===== config.mk =====
export PLATFORM = sky130hd
export DESIGN_NAME = axi_lite_apb_requester
export DESIGN_NICKNAME = d
export VERILOG_FILES = /design/src/rtl/axi_lite_apb_requester.sv
export SDC_FILE = /design/constraint.sdc
export NUM_CORES = 1
export LEC_CHECK = 0
export ABC_AREA = 0
export BUFFER_PORTS_ARGS = -buffer_cell sky130_fd_sc_hd__buf_2
export CAP_MARGIN = 15
export CORE_MARGIN = 10
export CORE_UTILIZATION = 39
export DETAILED_ROUTE_END_ITERATION = 8
export PLACE_DENSITY = 0.81
export SYNTH_ARGS = -nofsm -noshare
export SYNTH_HDL_FRONTEND = slang
export SYNTH_SLANG_ARGS = --single-unit

===== constraint.sdc =====
create_clock -name clk -period 2.7 [get_ports clk]
set_clock_uncertainty 0.2 [all_clocks]
set_input_delay 0 -clock clk [delete_from_list [all_inputs] [get_ports clk]]
set_output_delay 0 -clock clk [all_outputs]
set_load 0.005 [all_outputs]

===== src/rtl/axi_lite_apb_requester.sv =====
// axi_lite_apb_requester: AXI4-Lite slave front end that turns single-beat
// reads and writes into APB transfer requests, one transaction at a time.
//
// state  | meaning
// IDLE   | waiting for an AW+W pair or an AR
// ACCESS | apb_en held with a stable request, waiting for apb_ready or timeout
// RESP   | B or R response presented, waiting for the AXI ready
module axi_lite_apb_requester #(
  parameter int ADDR_W  = 32,
  parameter int TIMEOUT = 64
) (
  input  logic              clk,
  input  logic              reset,
  input  logic [ADDR_W-1:0] s_awaddr,
  input  logic              s_awvalid,
  output logic              s_awready,
  input  logic [31:0]       s_wdata,
  input  logic [3:0]        s_wstrb,
  input  logic              s_wvalid,
  output logic              s_wready,
  output logic [1:0]        s_bresp,
  output logic              s_bvalid,
  input  logic              s_bready,
  input  logic [ADDR_W-1:0] s_araddr,
  input  logic              s_arvalid,
  output logic              s_arready,
  output logic [31:0]       s_rdata,
  output logic [1:0]        s_rresp,
  output logic              s_rvalid,
  input  logic              s_rready,
  output logic              apb_en,
  output logic [1:0]        apb_sel,
  output logic [4:0]        apb_addr,
  output logic              apb_write,
  output logic [31:0]       apb_wdata,
  input  logic [31:0]       apb_rdata,
  input  logic              apb_ready,
  input  logic              apb_error,
  output logic              busy
);

  // Down-counter loaded with TIMEOUT-1; terminal count reached on the
  // TIMEOUT-th ACCESS cycle without apb_ready.
  localparam int               TMR_W    = (TIMEOUT > 1) ? $clog2(TIMEOUT) : 1;
  localparam logic [TMR_W-1:0] TMR_LOAD = (TIMEOUT > 0) ? TMR_W'(TIMEOUT - 1) : '0;

  localparam logic [1:0] RESP_OKAY   = 2'b00;
  localparam logic [1:0] RESP_SLVERR = 2'b10;
  localparam logic [1:0] RESP_DECERR = 2'b11;

  typedef enum logic [1:0] {IDLE, ACCESS, RESP} state_t;

  state_t            state;
  logic              rd_first;
  logic [TMR_W-1:0]  tmr;
  logic              wr_pend;
  logic              rd_pend;
  logic              wr_grant;
  logic              rd_grant;
  logic [ADDR_W-1:0] req_addr;
  logic [1:0]        req_resp;
  logic              unused_addr;

  // Grant arbitration between AW+W and AR, and decode of the granted address
  always_comb begin
    wr_pend  = s_awvalid & s_wvalid;
    rd_pend  = s_arvalid;
    wr_grant = ~reset & (state == IDLE) & wr_pend & (~rd_pend | ~rd_first);
    rd_grant = ~reset & (state == IDLE) & rd_pend & (~wr_pend | rd_first);
    req_addr = wr_grant ? s_awaddr : s_araddr;
    if (req_addr[1:0] != 2'b00)
      req_resp = RESP_SLVERR;
    else if (req_addr[6])
      req_resp = RESP_DECERR;
    else if (wr_grant && (s_wstrb != 4'hF))
      req_resp = RESP_SLVERR;
    else
      req_resp = RESP_OKAY;
  end

  assign s_awready   = wr_grant;
  assign s_wready    = wr_grant;
  assign s_arready   = rd_grant;
  // Upper address bits take no part in decode.
  assign unused_addr = ^req_addr;

  // Transaction FSM with all APB request fields and AXI responses registered
  always_ff @(posedge clk or posedge reset) begin
    if (reset) begin
      state     <= IDLE;
      rd_first  <= 1'b0;
      tmr       <= '0;
      busy      <= 1'b0;
      apb_en    <= 1'b0;
      apb_sel   <= 2'b00;
      apb_addr  <= 5'd0;
      apb_write <= 1'b0;
      apb_wdata <= 32'd0;
      s_bvalid  <= 1'b0;
      s_bresp   <= 2'b00;
      s_rvalid  <= 1'b0;
      s_rresp   <= 2'b00;
      s_rdata   <= 32'd0;
    end else begin
      case (state)
        IDLE: begin
          if (wr_grant || rd_grant) begin
            busy <= 1'b1;
            if (wr_pend && rd_pend)
              rd_first <= ~rd_first;
            if (req_resp != RESP_OKAY) begin
              state <= RESP;
              if (wr_grant) begin
                s_bresp  <= req_resp;
                s_bvalid <= 1'b1;
              end else begin
                s_rresp  <= req_resp;
                s_rdata  <= 32'd0;
                s_rvalid <= 1'b1;
              end
            end else begin
              state     <= ACCESS;
              apb_en    <= 1'b1;
              apb_sel   <= req_addr[5] ? 2'b10 : 2'b01;
              apb_addr  <= req_addr[4:0];
              apb_write <= wr_grant;
              apb_wdata <= wr_grant ? s_wdata : 32'd0;
              tmr       <= TMR_LOAD;
            end
          end
        end
        ACCESS: begin
          if (apb_ready) begin
            apb_en <= 1'b0;
            state  <= RESP;
            if (apb_write) begin
              s_bresp  <= apb_error ? RESP_SLVERR : RESP_OKAY;
              s_bvalid <= 1'b1;
            end else begin
              s_rresp  <= apb_error ? RESP_SLVERR : RESP_OKAY;
              s_rdata  <= apb_rdata;
              s_rvalid <= 1'b1;
            end
          end else if ((TIMEOUT != 0) && (tmr == '0)) begin
            apb_en <= 1'b0;
            state  <= RESP;
            if (apb_write) begin
              s_bresp  <= RESP_SLVERR;
              s_bvalid <= 1'b1;
            end else begin
              s_rresp  <= RESP_SLVERR;
              s_rdata  <= 32'd0;
              s_rvalid <= 1'b1;
            end
          end else begin
            tmr <= tmr - 1'b1;
          end
        end
        RESP: begin
          if ((s_bvalid && s_bready) || (s_rvalid && s_rready)) begin
            s_bvalid <= 1'b0;
            s_rvalid <= 1'b0;
            busy     <= 1'b0;
            state    <= IDLE;
          end
        end
        default: state <= IDLE;
      endcase
    end
  end

endmodule

After elaboration in Yosys (flattened, before gate mapping)
Index checks and enable logic that the tools add are counted. Widths: inputs -> output; s select.

Reductions and logical operators: 23. Multiplexer cells: 64. Bitwise gates (word level): 13. Equality and inequality tests: 16. Add/subtract/negate cells: 1.

Operator list (count): $mux 32 (8); $pmux 32 s2 (1); $mux 2 (24); $mux 6 (4); $mux 1 (18); $ne 3x3->1 const B (5); $reduce_and 7->1 (2); $ne 2x2->1 const B (6); $pmux 6 s2 (1); $reduce_and 3->1 (4); $reduce_and 6->1 (2); $pmux 2 s2 (2); $reduce_bool 2->1 (4); $mux 7 (1); $and 1x1->1 (6); $logic_not 6->1 (1); $pmux 1 s3 (2); $pmux 2 s3 (1); $sub 6x1->6 const B (1); $not 1->1 (5); $reduce_and 5->1 (1); $logic_and 1x1->1 (4); $ne 2x1->1 const B (2); $ne 4x4->1 const B (1); other kinds (8) (11).

Output and inout port bits: 83. Bits in registers: 89. Input bits: 141.

Logic depth before layout (Yosys ltp)
Depth after elaboration: 12. Depth in mapped cells: 8. Mapped depth without buffers: 6.

Worst setup path after synthesis
Ideal clock, no wire load.

Kind: reg-to-reg. Start point: register state[0]. End point: register apb_addr[2]. Setup slack: 0.650 ns. Data arrival time: 1.725 ns. Buffers on the path: 1. Cell stages (with the launch flop): 8. Library setup time: 0.125 ns. Clock period less this slack: 2.050 ns. Path through: dfrtp_1 nor3_2 nand4_4 clkinv_2 nor2_1 o21ai_2 buf_6 mux2_2.

Cells in the longest elaborated chain, start to end: 11.

RTL lines: start: declaration (line 53) `state_t state;`; start signal: assignment (line 90) `state <= IDLE;`; start signal: assignment (line 112) `state <= RESP;`; start signal: assignment (line 122) `state <= ACCESS;`; $logic_not 2->1 * (line 68) `wr_grant = ~reset & (state == IDLE) & wr_pend & (~rd_pend | ~rd_first);`; $and 1x1->1 * (3 in series) (line 68); via s_awready (line 16) `output logic s_awready,`; $logic_and 1x1->1 (line 75) `else if (wr_grant && (s_wstrb != 4'hF))`; $mux 2 (line 75); $mux 2 (line 73) `else if (req_addr[6])`; $mux 2 (line 71) `if (req_addr[1:0] != 2'b00)`; $reduce_bool 2->1 (line 111) `if (req_resp != RESP_OKAY) begin`; $not 1->1 (no line); $reduce_and 3->1 (no line); end signal: assignment (line 125) `apb_addr <= req_addr[4:0];`; end: declaration (line 33) `output logic [4:0] apb_addr,`.

The timed path passes the listed nets; every way through them passes the cells marked *. A chain may end at the register's enable or synchronous reset.

Worst setup path in the final report
Start point: register rd_first. End point: register s_rresp[0].

Cells in the longest elaborated chain, start to end: 10.

RTL lines: start: declaration (line 54) `logic rd_first;`; start signal: assignment (line 110) `rd_first <= ~rd_first;`; $not 1->1 (line 68); $or 1x1->1 (line 68); $and 1x1->1 (line 68); $logic_and 1x1->1 or $mux 7 (tied branches) (line 75, 70); $mux 2, or another cell as far along (line 75); $mux 2, on equally long branches (line 73, 71); $mux 2, on equally long branches (line 71, 113); $reduce_bool 2->1 or $mux 2 (tied branches) (line 111); $ne 2x1->1 (no line) or $mux 2 (tied branches); $reduce_and 7->1 (no line) or $pmux 2 s2 (tied branches); end signal: assignment (line 117) `s_rresp <= req_resp;`; end signal: assignment (line 140) `s_rresp <= apb_error ? RESP_SLVERR : RESP_OKAY;`; end: declaration (line 28) `output logic [1:0] s_rresp,`.

Several ways; a longest one is shown, not always the timed one. The select of a mux whose other input is x is not followed.

==> metrics.sh <==
STATUS='finished clean'
TIMING.FINAL.MAX_SLEW_VIOLATIONS=0
TOTAL_OF_MAX_CAP_VIOLATIONS=0
NUM_ROWS=35
WORST-SETUP-PATH-TYPE='register to register'
NUMPORTBUFFERS=173
POST_LAYOUT_NONFILLER_INSTANCES=707
WORST-ENDPOINT-ARRIVAL_NS=2.57
SYN-INSTANCE-COUNT=334
CRIT_REQUIRED_NS=2.76
PLACEDCELLCOUNT=605
LEAKAGE_nW=2.96
DR.FIRST_ITER.DRC_COUNT=273
SYNTH.NET_COUNT=477
HOLD_PATH.CLASS='input port to register'
AREAGROWTHSYNTHTOFINISH_PCT=54.7
MAX_SLEW.WORST_PIN.SLEW_NS=0.854
CRITICAL_PATH_START_TYPE='register'
COUNT_OF_CLOCK_TREE_SINKS=89
HOLD_WS_NS=0.0213
PWR-SHARE-COMB_PCT=23.3
FINAL-HOLD-VIOLATION-COUNT=0
SWITCHING_PWR_mW=0.946
GRT.TOTAL_USAGE_PCT=17.9
POSTSYNTHREGISTERBITS=89
CORE_AR_MM2=0.00920
NETSWITCHINGFRACTION_PCT=29.0
CELL_INTERNAL_PWR_mW=2.31
POST_CTS_RESIZED=0
POST_SYNTH_INSTANCE_AREA_MM2=0.00367
MAX_FREQ_GHz=0.398
SYN_AVG_CELL_AREA_UM2=11.0
CRITICAL_PATH.TOP_DELAY_FAMILY='buffers and inverters'
VIASPERCELL=5.03
CP_NUM_BUF_INV=2
CRITICAL_PATH.MAX_FANOUT=11
CTS_SETUP_BUFFERS=0
MIN_DELAY_PATH_DEPTH=4
GRT_MAX_DEGREE=50
WORST-PATH-STAGES=7
DETAIL_ROUTE.DRC_VIOLATIONS=0
WORST_SLACK_NS=0.189
FP.DIEW_UM=117
GP_CONGESTION=0.877
DRT-PASS1-ITER-COUNT=7
POWER_DENSITY_mW_PER_MM2=575
TOTAL_AREA_OF_MULTI_INPUT_COMBINATIONAL_CELLS_MM2=0.00131
CLOCK_TREE.BUFFER_DEPTH=2
FLOORPLAN.IO_PINS=224
CRITPATHCAPTURETYPE='register'
LAYOUT.FILLER_CELLS=731
CLOCK_TREE_FROM_TRITONCTS='built'
CLK_TRANSITION_REPORTED_PATHS_NS=0.08
WIRE_PER_INST_UM=17.4
CLOCK_LATENCY_NS=0.35
POWER.IR.VDD_WORST_mV=0.307
GRT.OVERFLOW.TOTAL=0
SLEW_HEADROOM_PCT=43.0
FINAL_PERIOD_MINUS_WORST_SETUP_SLACK_NS=2.51
CLOCK_TREE.ROOT_CELL='sky130_fd_sc_hd__clkbuf_8'
PLACE.DETAILED.HPWL_UM=8190
CRIT_SLOWEST_CELL='sky130_fd_sc_hd__dlygate4sd3_1'
TIMING.CRITICAL_PATH.SLOWEST_CELL_DELAY_NS=0.63
CELLS_ALONG_THE_CRITICAL_PATH='nand2_1 -> nand4_4 -> clkinv_2 -> nor4b_1 -> dlygate4sd3_1 -> a31oi_1 -> o31ai_1'
MAX_H_TREE_LEVEL=3
TOTAL_NEGATIVE_SETUP_SLACK_NS=0
CTS-BUFFERS-INSERTED=9
REG2REGPATHDEPTH=7
TIMING.FINAL.CRIT_SHARE_PCT=93.0
FIN_NETS=733
DP_WORST_SETUP_SLACK_NS=0.294
SHARE_OF_FINAL_LAYOUT_STANDARD_CELLS_STRONGER_THAN_DRIVE_STRENGTH_1_PCT=35.1
GRT_SETUP_UNREPAIRED='no'
AREA.SEQUENTIAL_MM2=0.00223
YOSYS_WARNINGS=0
SEQPWRFRAC_PCT=49.6
DIE-HEIGHT_UM=117
SYNTH.DISTINCT_CELLS=48
POSTROUTEWIRELENGTH_UM=12300
WIRE_LENGTH_OF_THE_FIRST_GLOBAL_ROUTING_PASS_UM=19100
ANT_NETS=0
SETUP-VIOLATIONS-FINAL=0
VIAS=3558
SEQ_AREA_FRAC_SYNTH_PCT=60.8
FLOORPLAN.INITIALDENSITY_PCT=39.9
ANTENNA_FOUND_INITIAL=1
DIE-AREA_MM2=0.0137
CLOCK_POWER_SHARE_PCT=27.1
GRT_PASS1_VIAS=3722
-- layer usage --
| metal | part of all wire (%) | vias up | track usage, % | routed length [µm] |
|---|---|---|---|---|
| met1 | 38 | 1698 | 19.7 | 4690 |
| met5 | 0 | - | 0 | 0 |
| met2 | 50 | 163 | 30.3 | 6210 |
| met4 | 2.9 | 0 | 8.24 | 359 |
| li1 | - | 1667 | - | - |
| met3 | 8.6 | 30 | 6.47 | 1060 |
-- cells in the mapped netlist, drive strengths merged --
cell / instances / area, µm²
ha: 2 / 25.0
nand2b: 2 / 12.5
nor4b: 1 / 8.76
inv: 6 / 22.5
o211ai: 1 / 7.51
clkbuf: 8 / 30.0
and3b: 1 / 8.76
dfrtp: 89 / 2230
a32o: 1 / 10.0
nor2: 9 / 43.8
a21oi: 1 / 5.00
nor3: 3 / 20.0
mux2i: 2 / 20.0
nand4b: 1 / 8.76
xor2: 2 / 17.5
xnor2: 3 / 26.3
a31oi: 3 / 18.8
nand3: 2 / 10.0
nor2b: 2 / 12.5
a22oi: 1 / 7.51
a311oi: 1 / 8.76
mux2: 6 / 67.6
clkinv: 1 / 5.00
a32oi: 2 / 25.0
o21ai: 34 / 174
buf: 12 / 95.1
and2: 3 / 18.8
a22o: 32 / 280
a21o: 3 / 22.5
a211oi: 1 / 7.51
and3: 2 / 12.5
nor3b: 1 / 7.51
a31o: 2 / 17.5
o31ai: 1 / 7.51
or3: 2 / 12.5
nand2: 89 / 334
nand4: 2 / 27.5
-- worst paths after layout --
path                          endpoint  slack (ns)  startpoint
min reg2reg                 s_rresp[0]        0.28  s_rresp[0]
max reg2reg                 s_rresp[0]        0.19    rd_first
max                         s_rresp[0]        0.19    rd_first
min in group asynchronous  apb_addr[4]        0.18       reset
max in group asynchronous       tmr[5]        1.44       reset
min                               busy        0.02   s_arvalid
-- flip-flops by register name, indices dropped and copies added, names as in the netlist, 2 cells and up --
signal,flops
s_rresp,2
apb_wdata,32
apb_sel,2
s_bresp,2
state,2
tmr,6
apb_addr,5
s_rdata,32
-- logic make-up after synthesis --
| group | synth area share, % |
|---|---|
| and+or+nand+nor | 14.7 |
| DFF | 60.8 |
| AOI/OAI and AO/OA | 16.1 |
| buffers and inverters | 4.16 |
| muxes | 2.39 |
| xor gates and xnor gates | 1.19 |
| adders and majority gates | 0.682 |
-- metrics by stage --
stage / util (%) / cell area (µm²) / total power [mW]
finish: 61.7 / 5670 / 3.26
global route: 61.7 / 5670 / 3.44
CTS: 61.6 / 5670 / 3.29
detailed placement: 50.4 / 4630 / 2.29
global placement: 50.4 / 4630 / 2.25
floorplan: - / 3670 / 1.99
-- area by class of cell --
type,instances,share of cell area (%)
Sequential cell,89,39.3
Timing Repair Buffer,265,31.4
Multi-Input combinational cell,218,23.0
Tap cell,111,2.45
Clock buffer,11,2.32
Clock inverter,5,0.993
Inverter,7,0.507
Antenna cell,1,0.0441
-- cells in the final DEF (no fill, tap or decap), drive strengths merged, types with 2 or more instances in the layout --
| cell type | instances |
|---|---|
| a21o | 3 |
| a22o | 32 |
| a31o | 2 |
| a31oi | 3 |
| a32oi | 2 |
| and2 | 3 |
| and3 | 2 |
| buf | 180 |
| clkbuf | 11 |
| clkinv | 5 |
| dfrtp | 89 |
| dlygate4sd3 | 85 |
| ha | 2 |
| inv | 5 |
| mux2 | 6 |
| mux2i | 2 |
| nand2 | 89 |
| nand2b | 2 |
| nand3 | 2 |
| nand4 | 2 |
| nor2 | 9 |
| nor2b | 2 |
| nor3 | 3 |
| o21ai | 34 |
| or3 | 2 |
| xnor2 | 3 |
| xor2 | 2 |
-- timing repair --
item | in CTS | in global routing
endpoints found under the hold margin | 130 | 0
endpoints found under the setup margin | 0 | 0
hold buffers | 85 | 0
-- power groups by stage --
stage	clock network [mW]	registers, mW	logic (mW)
after global routing	0.965	1.64	0.840
after detailed placement	0	1.64	0.651
after floorplan	0	1.63	0.357
after global placement	0	1.63	0.627
after CTS	0.912	1.61	0.762
final	0.882	1.62	0.760
-- tightest hold or removal path, stage by stage --
cell	delay, ns
sky130_fd_sc_hd__buf_2	0.11
sky130_fd_sc_hd__a21oi_1	0.06
sky130_fd_sc_hd__nor2_2	0.25
sky130_fd_sc_hd__a21o_1	0.12
No activity file was read; power rests on OpenSTA's default activity.
